==> config.mk <==
export PLATFORM = sky130hd
export DESIGN_NAME = bcd_stopwatch_core
export DESIGN_NICKNAME = d
export VERILOG_FILES = /design/src/rtl/stopwatch_pkg.sv /design/src/rtl/bcd_seg_decode.sv /design/src/rtl/bcd_stopwatch_core.sv
export SDC_FILE = /design/constraint.sdc
export NUM_CORES = 1
export LEC_CHECK = 0
export ABC_CLOCK_PERIOD_IN_PS = 4100
export CAP_MARGIN = 0
export CORE_ASPECT_RATIO = 1.25
export CORE_MARGIN = 1
export CORE_UTILIZATION = 50
export CTS_BUF_LIST = sky130_fd_sc_hd__clkbuf_8
export CTS_CLUSTER_DIAMETER = 100
export DETAILED_ROUTE_END_ITERATION = 7
export PLACE_DENSITY = 0.68
export SLEW_MARGIN = 20
export SYNTH_ARGS = -nofsm -noshare
export SYNTH_HDL_FRONTEND = slang
export SYNTH_SLANG_ARGS = --single-unit
export TNS_END_PERCENT = 5
==> constraint.sdc <==
create_clock -name clk -period 4.1 [get_ports clk]
set_input_delay 1.025 -clock clk [delete_from_list [all_inputs] [get_ports clk]]
set_output_delay 1.025 -clock clk [all_outputs]
set_load 0.005 [all_outputs]
==> src/rtl/stopwatch_pkg.sv <==
// Shared types and constants for the BCD stopwatch core: run-state enum,
// active-low 7-segment patterns ({g,f,e,d,c,b,a}) and the BCD digit width.
package stopwatch_pkg;

  localparam int unsigned BCD_W = 4;

  typedef enum logic [1:0] {
    IDLE = 2'd0,
    RUN  = 2'd1,
    HOLD = 2'd2
  } sw_state_e;

  localparam logic [6:0] SEG_0     = 7'h40;
  localparam logic [6:0] SEG_1     = 7'h79;
  localparam logic [6:0] SEG_2     = 7'h24;
  localparam logic [6:0] SEG_3     = 7'h30;
  localparam logic [6:0] SEG_4     = 7'h19;
  localparam logic [6:0] SEG_5     = 7'h12;
  localparam logic [6:0] SEG_6     = 7'h02;
  localparam logic [6:0] SEG_7     = 7'h78;
  localparam logic [6:0] SEG_8     = 7'h00;
  localparam logic [6:0] SEG_9     = 7'h10;
  localparam logic [6:0] SEG_BLANK = 7'h7F;

endpackage

==> src/rtl/bcd_seg_decode.sv <==
// Combinational BCD nibble to active-low 7-segment pattern; A-F decode blank.
module bcd_seg_decode
  import stopwatch_pkg::*;
(
  input  logic [BCD_W-1:0] nibble_i,
  output logic [6:0]       seg_n_o
);

  always_comb begin
    case (nibble_i)
      4'd0:    seg_n_o = SEG_0;
      4'd1:    seg_n_o = SEG_1;
      4'd2:    seg_n_o = SEG_2;
      4'd3:    seg_n_o = SEG_3;
      4'd4:    seg_n_o = SEG_4;
      4'd5:    seg_n_o = SEG_5;
      4'd6:    seg_n_o = SEG_6;
      4'd7:    seg_n_o = SEG_7;
      4'd8:    seg_n_o = SEG_8;
      4'd9:    seg_n_o = SEG_9;
      default: seg_n_o = SEG_BLANK;
    endcase
  end

endmodule

==> src/rtl/bcd_stopwatch_core.sv <==
// N-digit BCD stopwatch: synchronised buttons, run-state FSM, prescaled count,
// timed lap hold and multiplexed 7-segment scan. Option: STOPWATCH_ZERO_BLANK_EN.
module bcd_stopwatch_core
  import stopwatch_pkg::*;
#(
  parameter int unsigned DIGITS       = 4,
  parameter int unsigned TICK_DIV     = 1200000,
  parameter int unsigned LAP_HOLD     = 20,
  parameter int unsigned REFRESH_BITS = 10
) (
  input  logic                      clk,
  input  logic                      rst_n,
  input  logic                      btn_clear,
  input  logic                      btn_start,
  input  logic                      btn_stop,
  input  logic                      btn_lap,
  output logic [BCD_W*DIGITS-1:0]   count_bcd,
  output logic [6:0]                seg_n,
  output logic [DIGITS-1:0]         digit_sel,
  output logic                      running,
  output logic                      lap_active,
  output logic                      overflow
);

  localparam int unsigned CW = BCD_W * DIGITS;
  localparam int unsigned PW = $clog2(TICK_DIV);
  localparam int unsigned IW = $clog2(DIGITS);

  // Button order in the vectors below: {lap, stop, start, clear}
  logic [3:0] btn_raw;
  logic [3:0] sync1_q, sync2_q, prev_q;
  logic [3:0] pulse;
  logic       clr_p, start_p, stop_p, lap_p;

  logic [PW-1:0]           presc_q, presc_d;
  logic                    tick;

  sw_state_e               state_q, state_d;
  logic                    cnt_en, lap_take;

  logic [CW-1:0]           count_q, count_d, count_inc;
  logic                    inc_carry;
  logic                    ovf_q, ovf_d;
  logic [CW-1:0]           lap_q, lap_d;
  logic [7:0]              timer_q, timer_d;

  logic [REFRESH_BITS-1:0] refresh_q;
  logic                    scan_step;
  logic [IW-1:0]           idx_q, idx_d;
  logic [CW-1:0]           disp;
  logic [BCD_W-1:0]        nibble;
  logic [6:0]              dec_seg;
  logic                    blank;
  logic [6:0]              seg_q, seg_d;
  logic [DIGITS-1:0]       dsel_q, dsel_d;

  assign btn_raw = {btn_lap, btn_stop, btn_start, btn_clear};

  always_ff @(posedge clk or negedge rst_n) begin
    if (!rst_n) begin
      sync1_q <= '0;
      sync2_q <= '0;
      prev_q  <= '0;
    end else begin
      sync1_q <= btn_raw;
      sync2_q <= sync1_q;
      prev_q  <= sync2_q;
    end
  end

  assign pulse   = sync2_q & ~prev_q;
  assign clr_p   = pulse[0];
  assign start_p = pulse[1];
  assign stop_p  = pulse[2];
  assign lap_p   = pulse[3];

  assign tick = (presc_q == PW'(TICK_DIV - 1));

  always_comb begin
    presc_d = tick ? '0 : presc_q + 1'b1;
  end

  always_ff @(posedge clk or negedge rst_n) begin
    if (!rst_n) state_q <= IDLE;
    else        state_q <= state_d;
  end

  // A higher-priority pulse masks lower ones even when it has no effect itself.
  always_comb begin
    state_d = state_q;
    if (clr_p) begin
      state_d = IDLE;
    end else if (stop_p) begin
      if (state_q == RUN) state_d = HOLD;
    end else if (start_p) begin
      if (state_q != RUN) state_d = RUN;
    end
  end

  always_comb begin
    running  = (state_q == RUN);
    cnt_en   = tick && (state_q == RUN) && !clr_p;
    lap_take = lap_p && !clr_p && !stop_p && !start_p && (state_q == RUN);
  end

  always_comb begin
    count_inc = count_q;
    inc_carry = 1'b1;
    for (int unsigned i = 0; i < DIGITS; i++) begin
      if (inc_carry) begin
        if (count_q[i*BCD_W +: BCD_W] == 4'd9) begin
          count_inc[i*BCD_W +: BCD_W] = '0;
        end else begin
          count_inc[i*BCD_W +: BCD_W] = count_q[i*BCD_W +: BCD_W] + 1'b1;
          inc_carry = 1'b0;
        end
      end
    end
  end

  always_comb begin
    count_d = count_q;
    ovf_d   = ovf_q;
    lap_d   = lap_q;
    timer_d = timer_q;
    if (clr_p) begin
      count_d = '0;
      ovf_d   = 1'b0;
      timer_d = '0;
    end else begin
      if (cnt_en) begin
        count_d = count_inc;
        if (inc_carry) ovf_d = 1'b1;
      end
      if (lap_take) begin
        lap_d   = count_q;
        timer_d = 8'(LAP_HOLD);
      end else if (tick && timer_q != '0) begin
        timer_d = timer_q - 1'b1;
      end
    end
  end

  always_ff @(posedge clk or negedge rst_n) begin
    if (!rst_n) begin
      presc_q <= '0;
      count_q <= '0;
      ovf_q   <= 1'b0;
      lap_q   <= '0;
      timer_q <= '0;
    end else begin
      presc_q <= presc_d;
      count_q <= count_d;
      ovf_q   <= ovf_d;
      lap_q   <= lap_d;
      timer_q <= timer_d;
    end
  end

  assign count_bcd  = count_q;
  assign overflow   = ovf_q;
  assign lap_active = (timer_q != '0);

  assign disp      = lap_active ? lap_q : count_q;
  assign scan_step = &refresh_q;

  always_comb begin
    idx_d = (idx_q == IW'(DIGITS - 1)) ? '0 : idx_q + 1'b1;
  end

  always_comb begin
    nibble = '0;
    dsel_d = '0;
    for (int unsigned i = 0; i < DIGITS; i++) begin
      if (idx_q == IW'(i)) begin
        nibble    = disp[i*BCD_W +: BCD_W];
        dsel_d[i] = 1'b1;
      end
    end
  end

`ifdef STOPWATCH_ZERO_BLANK_EN
  logic [DIGITS-1:0] lead_zero;
  logic              above_zero;

  // lead_zero[i]: digit i and every digit above it are zero.
  always_comb begin
    lead_zero  = '0;
    above_zero = 1'b1;
    blank      = 1'b0;
    for (int unsigned k = 0; k < DIGITS; k++) begin
      above_zero = above_zero && (disp[(DIGITS-1-k)*BCD_W +: BCD_W] == '0);
      lead_zero[DIGITS-1-k] = above_zero;
    end
    for (int unsigned i = 1; i < DIGITS; i++) begin
      if (idx_q == IW'(i)) blank = lead_zero[i];
    end
  end
`else
  assign blank = 1'b0;
`endif

  bcd_seg_decode u_dec (
    .nibble_i (nibble),
    .seg_n_o  (dec_seg)
  );

  assign seg_d = blank ? SEG_BLANK : dec_seg;

  always_ff @(posedge clk or negedge rst_n) begin
    if (!rst_n) begin
      refresh_q <= '0;
      idx_q     <= '0;
      seg_q     <= SEG_BLANK;
      dsel_q    <= '0;
    end else begin
      refresh_q <= refresh_q + 1'b1;
      if (scan_step) begin
        idx_q  <= idx_d;
        seg_q  <= seg_d;
        dsel_q <= dsel_d;
      end
    end
  end

  assign seg_n     = seg_q;
  assign digit_sel = dsel_q;

endmodule

# Word level (Yosys, flattened, before mapping)
# Memory sizes are Yosys's and may differ from the RTL's. A register that Yosys moved wholly into a read port is not among the register bits.
# Cells that the tools add are included.
# Widths: inputs -> output; s select.
word_totals:
  elab_cells: 104
  mem_bits_ro: 112
  register_bits: 92
  output_inout_bits: 30
  n_memories: 1
memory_table:
  columns: ["name", "depth", "width", "read_ports", "rd_ports_with_merged_regs", "wr", "line_no", "text"]
  rows:
  - ["(no name shown)", 16, 7, 1, 1, 0, "bcd_seg_decode.sv:10", "case (nibble_i)"]
op_classes:
  eq_ne: 11
  reduce_logical: 28
  mux: 38
  n_addsub: 8
  bitwise: 3
op_table:
  columns: ["cell", "count"]
  rows:
  - ["$mux 16", 3]
  - ["$mux 4", 11]
  - ["$mux 8", 3]
  - ["$add 21x1->21 const B", 1]
  - ["$eq 21x21->1 const B", 1]
  - ["$mux 21", 1]
  - ["$add 4x1->4 const B", 4]
  - ["$eq 4x4->1 const B", 4]
  - ["$mux 1", 14]
  - ["$mux 2", 6]
  - ["$add 10x1->10 const B", 1]
  - ["$reduce_and 10->1", 1]
  - ["$reduce_and 2->1", 5]
  - ["$reduce_bool 2->1", 5]
  - ["$reduce_bool 3->1", 3]
  - ["$reduce_bool 8->1", 1]
  - ["$sub 8x1->8 const B", 1]
  - ["$logic_and 1x1->1", 7]
  - ["$and 4x4->4", 1]
  - ["$eq 2x1->1 const B", 2]
  - ["$eq 2x2->1 const B", 2]
  - ["$logic_not 1->1", 4]
  - ["$not 4->4", 1]
  - ["$ne 3x3->1 const B", 1]
  - ["other kinds (5)", 5]

# Depth between registers and ports, before layout
# Gate-level depths: netlist of the first run.
depth:
  ltp_word: 9
  mapped_depth: 13
  mapped_depth_nobuf: 13

# Hierarchy
# From an unflattened synthesis of the first run, not the netlist that was laid out.
hier_totals:
  cells_unflattened: 492
  area_unflattened_um2: 5290.1
by_module_without_submodules:
  columns: ["mod", "n_inst", "area_per_inst_um2", "cells_each"]
  rows:
  - ["bcd_stopwatch_core", 1, 5079.9, 459]
  - ["bcd_seg_decode", 1, 210.2, 33]

# Worst setup path before layout of the first run
# OpenSTA, ideal clock, no wires.
synth_timing:
  kind: "register to register"
  startpoint: "register timer_q[0]"
  endpoint: "register seg_q[6], in the netlist seg_n[6]"
  slack_ns: 1.395
  arrival_time_ns: 2.621
  setup_time_ns: 0.084
  synth_period_minus_slack_ns: 2.705
  stages_incl_launch_ff: 13
  cell_sequence: "dfrtp_1 inv_1 ha_1 or3b_2 clkbuf_1 o21ai_1 a21oi_1 o211ai_1 inv_1 ha_1 or3_1 o211ai_1 a21oi_1"
synth_via:
  elab_chain_len: 6
synth_rtl:
  columns: ["element", "line_no", "text"]
  rows:
  - ["start, declared", "bcd_stopwatch_core.sv:45", "logic [7:0] timer_q, timer_d;"]
  - ["start signal, assigned", "bcd_stopwatch_core.sv:156", "timer_q <= timer_d;"]
  - ["$reduce_bool 8->1 (*)", "bcd_stopwatch_core.sv:162", "assign lap_active = (timer_q != '0);"]
  - ["$mux 16 (*)", "bcd_stopwatch_core.sv:164", "assign disp = lap_active ? lap_q : count_q;"]
  - ["$mux 4 (3 in a row)", "bcd_stopwatch_core.sv:175", "if (idx_q == IW'(i)) begin"]
  - ["$mux 4 (*)", "bcd_stopwatch_core.sv:175", null]
  - ["end, declared", "bcd_stopwatch_core.sv:54", "logic [6:0] seg_q, seg_d;"]
# Every way passes the cells marked *; elsewhere a longest branch is shown, timed or not.
# A chain may end at the register's enable or synchronous reset.

# Worst setup path in the final report of the first run
layout_timing:
  startpoint: "register timer_q[0]"
  endpoint: "output lap_active"
layout_via:
  elab_chain_len: 1
layout_rtl:
  columns: ["element", "line_no", "text"]
  rows:
  - ["$reduce_bool 8->1", "bcd_stopwatch_core.sv:162", null]
  - ["end, declared", "bcd_stopwatch_core.sv:21", "output logic lap_active,"]
# Every way passes these cells.

==> results of run 1 <==
worst max-delay path, delay by kind of cell (launching register included):
family,cells,cell delay [ns]
buffers and inverters,3,0.65
adders and majority gates,1,0.18
DFF,1,0.41
and+or+nand+nor,2,0.88
power by group:
group / switching (W) / internal [W]
Clock: 0.000345 / 0.000237
Combinational: 0.000122 / 0.000113
Sequential: 0.0000659 / 0.00103
metrics by stage:
| stage | util (%) | hold WS, ns | worst slack [ns] | cells |
|---|---|---|---|---|
| after detailed placement | 57.3 | 0.338 | 0.970 | 602 |
| after global routing | 59.2 | 0.362 | 0.457 | 618 |
| final | 59.2 | 0.355 | 0.581 | 618 |
| after floorplan | - | 0.331 | 1.39 | 450 |
| after global placement | 57.3 | 0.333 | 1.03 | 602 |
| after CTS | 59.2 | 0.360 | 0.557 | 618 |
worst max path at each step:
stage                     depth (start not counted)  slack, ns              endpoint
after floorplan                                  12       1.39  seg_n[6]$_DFFE_PN1P_
after global placement                            6       1.03            lap_active
after detailed placement                          6       0.97            lap_active
after CTS                                         6       0.56            lap_active
after global routing                              6       0.46            lap_active
final                                             6       0.58            lap_active
flip-flops by register name, indices dropped and copies added (netlist names):
| register | flops |
|---|---|
| presc_q | 21 |
| count_bcd | 16 |
| lap_q | 16 |
| refresh_q | 10 |
| timer_q | 8 |
| seg_n | 7 |
| digit_sel | 4 |
| prev_q | 4 |
| sync1_q | 4 |
| sync2_q | 4 |
| idx_q | 2 |
| state_q | 2 |
| overflow | 1 |
synthesized netlist by cell type, types with 2 or more instances:
cell type,count
or4_1,3
dfrtp_1,92
nor3b_1,3
nor3_1,11
xnor2_1,23
o211a_1,2
nand3_1,33
nor4_1,3
and3_1,9
clkbuf_1,7
a22oi_2,2
nor2_1,36
or2_2,2
nand2_1,32
buf_1,2
dfstp_2,7
mux2i_1,4
ha_1,16
nand4_1,5
nor2b_1,6
xor2_1,11
or3_1,5
o21ai_1,4
nand2b_1,3
o211ai_1,5
inv_1,17
o31ai_1,5
a31oi_1,2
a22o_1,3
a21o_1,3
o21ai_0,24
nor4_2,2
a21oi_1,22
and4_1,2
buf_6,2
mux2_2,16
area by class of cell:
| type | count | area [um^2] |
|---|---|---|
| clock buffers | 10 | 138 |
| fillers | 769 | 3760 |
| repair buffers | 40 | 385 |
| flip-flops and latches | 99 | 2490 |
| well taps | 123 | 154 |
| clock inverters | 6 | 40.0 |
| multi-input cells | 322 | 2190 |
| inverters | 18 | 72.6 |
layer usage:
metal | share of wire (%) | wire length (um)
met5 | 0 | 0
met4 | 2.3 | 224
met3 | 2.7 | 256
met2 | 51 | 4920
met1 | 44 | 4240
cells by family (layout without fill, tap and decap cells):
group / after synthesis / count (layout) / share of synthesized area, %
and+or+nand+nor: 164 / 164 / 17.9
DFF: 99 / 99 / 51.8
AOI/OAI and AO/OA: 88 / 88 / 12.7
xor gates and xnor gates: 34 / 34 / 6.20
buffers and inverters: 29 / 74 / 2.68
muxes: 20 / 20 / 4.59
adders and majority gates: 16 / 16 / 4.17
==> flow_metrics.tcl, run 1 <==
set metrics [dict create \
    status "finished clean" \
    busiest_layer "met2" \
    grt_max_degree 57 \
    die_y_um 112 \
    syn_area_um2 4800 \
    worstSetupPathType "reg -> out" \
    root_buffer "clkbuf_8" \
    coreArea_um2 9220 \
    rsz0062_at_grt "no" \
    ys_types 62 \
    slowest_delay_ns 0.63 \
    pin_count 36 \
    dieWidth_um 89.6 \
    synth-seq-cells 99 \
    drt-pass1-iter-count 4 \
    portBuffers 35 \
    clk_path_buf_depth 2 \
    cts_sinks 99 \
    period_needed_ns 3.52 \
    relSlewSlack_pct 48.9 \
    finalSetupViolations 0 \
    cts_buffers 9 \
    use_met2_pct 35.9 \
    drt_wl_total_mm 9.64 \
    final_cell_mix "92 x dfrtp_1, 36 x nor2_1, 34 x clkdlybuf4s50_1, 33 x nand3_1, 32 x nand2_1" \
    fin_skew_ns 0.00614 \
    layout-drive-gt1-share_pct 12.3 \
    gr-usage-met1_pct 27.8 \
    first_global_vias 3476 \
    fin_setup_tns_ns 0 \
    r2r-end "seg_n[6]$_DFFE_PN1P_" \
    synth_top_area_cell "dfrtp_1" \
    hold_viol 0 \
    synth_edf_count 0 \
    synth_area_per_cell_um2 10.7 \
    area_delta_synth_final_pct 13.8 \
    powerDensity_nw_per_um2 351 \
    avgViaCountPerCell 5.60 \
    min_from "sync1_q[2]$_DFF_PN0_" \
    wl_per_cell_um 15.6 \
    ant_nets 0 \
    ys.flop_type "dfrtp_1" \
    first_iter_violations 133 \
    cts-htree-levels 3 \
    clock.fmax_mhz 284 \
    cts_setup_buffers 0 \
    holdPathStages 0 \
    hold_class "reg -> reg" \
    place_hpwl_mm 7.08 \
    worstPathCellList "inv_1 -> ha_1 -> or3b_2 -> nor2_8 -> inv_6 -> clkdlybuf4s50_1" \
    postSynthCellCount 450 \
    syn_nets 472 \
    path_max_fanout 13 \
    slowest_stage "or3b_2" \
    yosys_warnings 0 \
    slew_viol_final 0 \
    p_total_w 0.00192 \
    die_area_um2 10000 \
    stdcell_area_um2 5460 \
    p_leak_nw 2.41 \
    grt.total_usage_pct 21.9 \
    clock_latency_ns 0.37 \
    drv_cap 0 \
    whs_endpoint "sync2_q[2]$_DFF_PN0_" \
    layout.nets 512 \
    async_reset_ff_share_pct 100 \
    cp_data_arrival_time_ns 2.49 \
    ctsHoldBuffers 0 \
    cp.required_ns 3.07 \
    grt-ovfl-total 0 \
    crit_start "timer_q[0]$_DFFE_PN0P_" \
    rows 39 \
    final_common_cell "dfrtp_1" \
    diodes 0 \
    r2r-start "timer_q[0]$_DFFE_PN0P_" \
    start_util_pct 52.1 \
    worst_setup_path_end_kind "primary output" \
    ir_worst_vdd_uv 248 \
    place_congestion 0.832 \
    synth_top_area_share_pct 48.0 \
    fin_crit_sh_pct 85.8 \
    ys_seq_area_share_pct 51.8 \
    r2r_slack_ns 1.12 \
    synth_area_leaders "dfrtp_1 48%, xnor2_1 4.2%, ha_1 4.2%" \
    post_cts_resized 0 \
    num_vias 3458 \
    grt.met3_usage_pct 4.37 \
    tightest_slew_ns 0.759 \
    cts_tree "yes" \
    grt_pass1_wl_mm 16.8 \
    path_clk_slew_ns 0.09 \
    antenna_found_initial 0 \
    start_kind "register" \
    place_area_um2 5280 \
    drc 0 \
    worst_r2r_path_depth 13 \
]
No activity file was read; power rests on OpenSTA's default activity.
==> run 2: changes to the inputs <==
Settings changed: CORE_UTILIZATION 50 to 45, DONT_BUFFER_PORTS set to 1, HOLD_SLACK_MARGIN set to 0.02, PLACE_DENSITY 0.68 to 0.58.
==> flow_metrics.tcl, run 2 (synthesized netlist as in run 1, its figures left out) <==
set metrics [dict create \
    status "finished clean" \
    cp_data_arrival_time_ns 2.03 \
    fin_setup_tns_ns 0 \
    worstSetupPathType "reg -> out" \
    p_sw_w 0.000516 \
    pin_count 36 \
    p_int_w 0.00146 \
    stdcell_count 587 \
    clk_path_buf_depth 2 \
    multi_input_area_um2 2190 \
    fin_skew_ns 0.00871 \
    cts_buffers 9 \
    ctsHoldBuffers 0 \
    regArea_um2 2490 \
    seqPwrFrac_pct 55.9 \
    path_max_fanout 13 \
    wl_per_cell_um 16.2 \
    hold-worst-slack_ns 0.332 \
    slowest_delay_ns 0.64 \
    tightest_slew_ns 0.767 \
    drv_cap 0 \
    cts_tree "yes" \
    swShare_pct 26.1 \
    dieWidth_um 94.4 \
    relSlewSlack_pct 48.5 \
    hold_viol 0 \
    first_global_vias 3220 \
    area_delta_synth_final_pct 7.38 \
    stdcell_area_um2 5150 \
    drt-pass1-iter-count 4 \
    p_leak_nw 2.30 \
    drc 0 \
    rsz0062_at_grt "no" \
    layout-drive-gt1-share_pct 12.4 \
    rows 41 \
    post_cts_resized 0 \
    clock.fmax_mhz 327 \
    grt_max_degree 100 \
    period_needed_ns 3.05 \
    largest_reg_flops 21 \
    cp.required_ns 3.07 \
    slew_viol_final 0 \
    ant_nets 0 \
    place_hpwl_mm 6.68 \
    grt-ovfl-total 0 \
    start_util_pct 46.8 \
    grt_pass1_wl_mm 15.9 \
    diodes 0 \
    portBuffers 0 \
    worst_setup_path_end_kind "primary output" \
    ir_worst_vdd_uv 171 \
    path_clk_slew_ns 0.10 \
    cp_top_family "simple AND/OR/NAND/NOR gates" \
    antenna_found_initial 0 \
    coreArea_um2 10300 \
    place_area_um2 4930 \
    hold_class "in -> async" \
    fin_ws_ns 1.05 \
    drt_wl_total_mm 9.53 \
    root_buffer "clkbuf_8" \
    crit_buf_inv 2 \
    layout.nets 475 \
    slowest_stage "or3b_2" \
    worstPathCellList "inv_1 -> ha_1 -> or3b_2 -> nor2_8 -> inv_6" \
    start_kind "register" \
    die_area_um2 11100 \
    finalSetupViolations 0 \
    num_vias 3249 \
    powerDensity_nw_per_um2 384 \
    regMostFlops "presc_q" \
    nFillCells 954 \
    fin_crit_sh_pct 74.5 \
    dp.cells 571 \
    power_frac_comb_pct 8.2 \
    avgViaCountPerCell 5.53 \
    cts_setup_buffers 0 \
    final_common_cell "dfrtp_1" \
    die_y_um 117 \
    first_iter_violations 116 \
    place_congestion 0.806 \
    clock_latency_ns 0.37 \
    cts-htree-levels 3 \
    clock_power_share_pct 35.9 \
    final_cell_mix "92 x dfrtp_1, 36 x nor2_1, 33 x nand3_1, 32 x nand2_1, 24 x o21ai_0" \
    grt.total_usage_pct 18.6 \
    cts_sinks 99 \
    place_ws_ns 1.13 \
]
-- run 2: cell types whose count changed in the layout (fill, tap and decap cells not counted), sizes merged --
cell | previous run | this run
bufinv | 0 | 2
clkinvlp | 1 | 0
clkinv | 4 | 2
clkdlybuf4s50 | 34 | 0
buf | 6 | 3
inv | 19 | 20
-- run 2: layer usage --
layer	vias to the layer above	wire [um]	GRT usage (%)
met5	-	0	0
met4	0	163	7.50
met3	10	347	4.07
met2	39	4860	31.7
met1	1598	4160	22.3
li1	1602	-	-
-- run 2: cell type report --
class | instances | area share, %
sequential | 99 | 48.2
clock inverter | 6 | 1.72
timing repair buffer | 3 | 0.437
multi-input combinational | 322 | 42.4
clock buffer | 10 | 2.67
inverter | 18 | 1.41
tap | 129 | 3.13
-- run 2: power groups by stage --
stage / clock, W / combinational (W) / sequential (W)
after floorplan: 0 / 0.000136 / 0.00110
after global placement: 0 / 0.000158 / 0.00113
after detailed placement: 0 / 0.000163 / 0.00113
after CTS: 0.000729 / 0.000164 / 0.00111
after global routing: 0.000769 / 0.000187 / 0.00112
final: 0.000711 / 0.000162 / 0.00111
-- run 2: path summary, 6_finish.rpt --
| kind | startpoint | end | slack [ns] | depth (start not counted) |
|---|---|---|---|---|
| min in group clk | sync1_q[1]$_DFF_PN0_ | sync2_q[1]$_DFF_PN0_ | 0.35 | 0 |
| max in group asynchronous | rst_n | seg_n[0]$_DFFE_PN1P_ | 3.58 | 0 |
| setup reg to reg | timer_q[0]$_DFFE_PN0P_ | seg_n[6]$_DFFE_PN1P_ | 1.11 | 13 |
| hold reg to reg | sync1_q[1]$_DFF_PN0_ | sync2_q[1]$_DFF_PN0_ | 0.35 | 0 |
| setup / recovery | timer_q[0]$_DFFE_PN0P_ | lap_active | 1.05 | 5 |
| hold / removal | rst_n | refresh_q[4]$_DFF_PN0_ | 0.33 | 0 |
-- run 2: metrics by stage --
stage	power (W)	util, %
6_report	0.00198	50.2
5_1_grt	0.00207	50.2
4_1_cts	0.00200	50.2
3_5_place_dp	0.00129	48.0
3_3_place_gp	0.00128	48.0
2_1_floorplan	0.00123	-
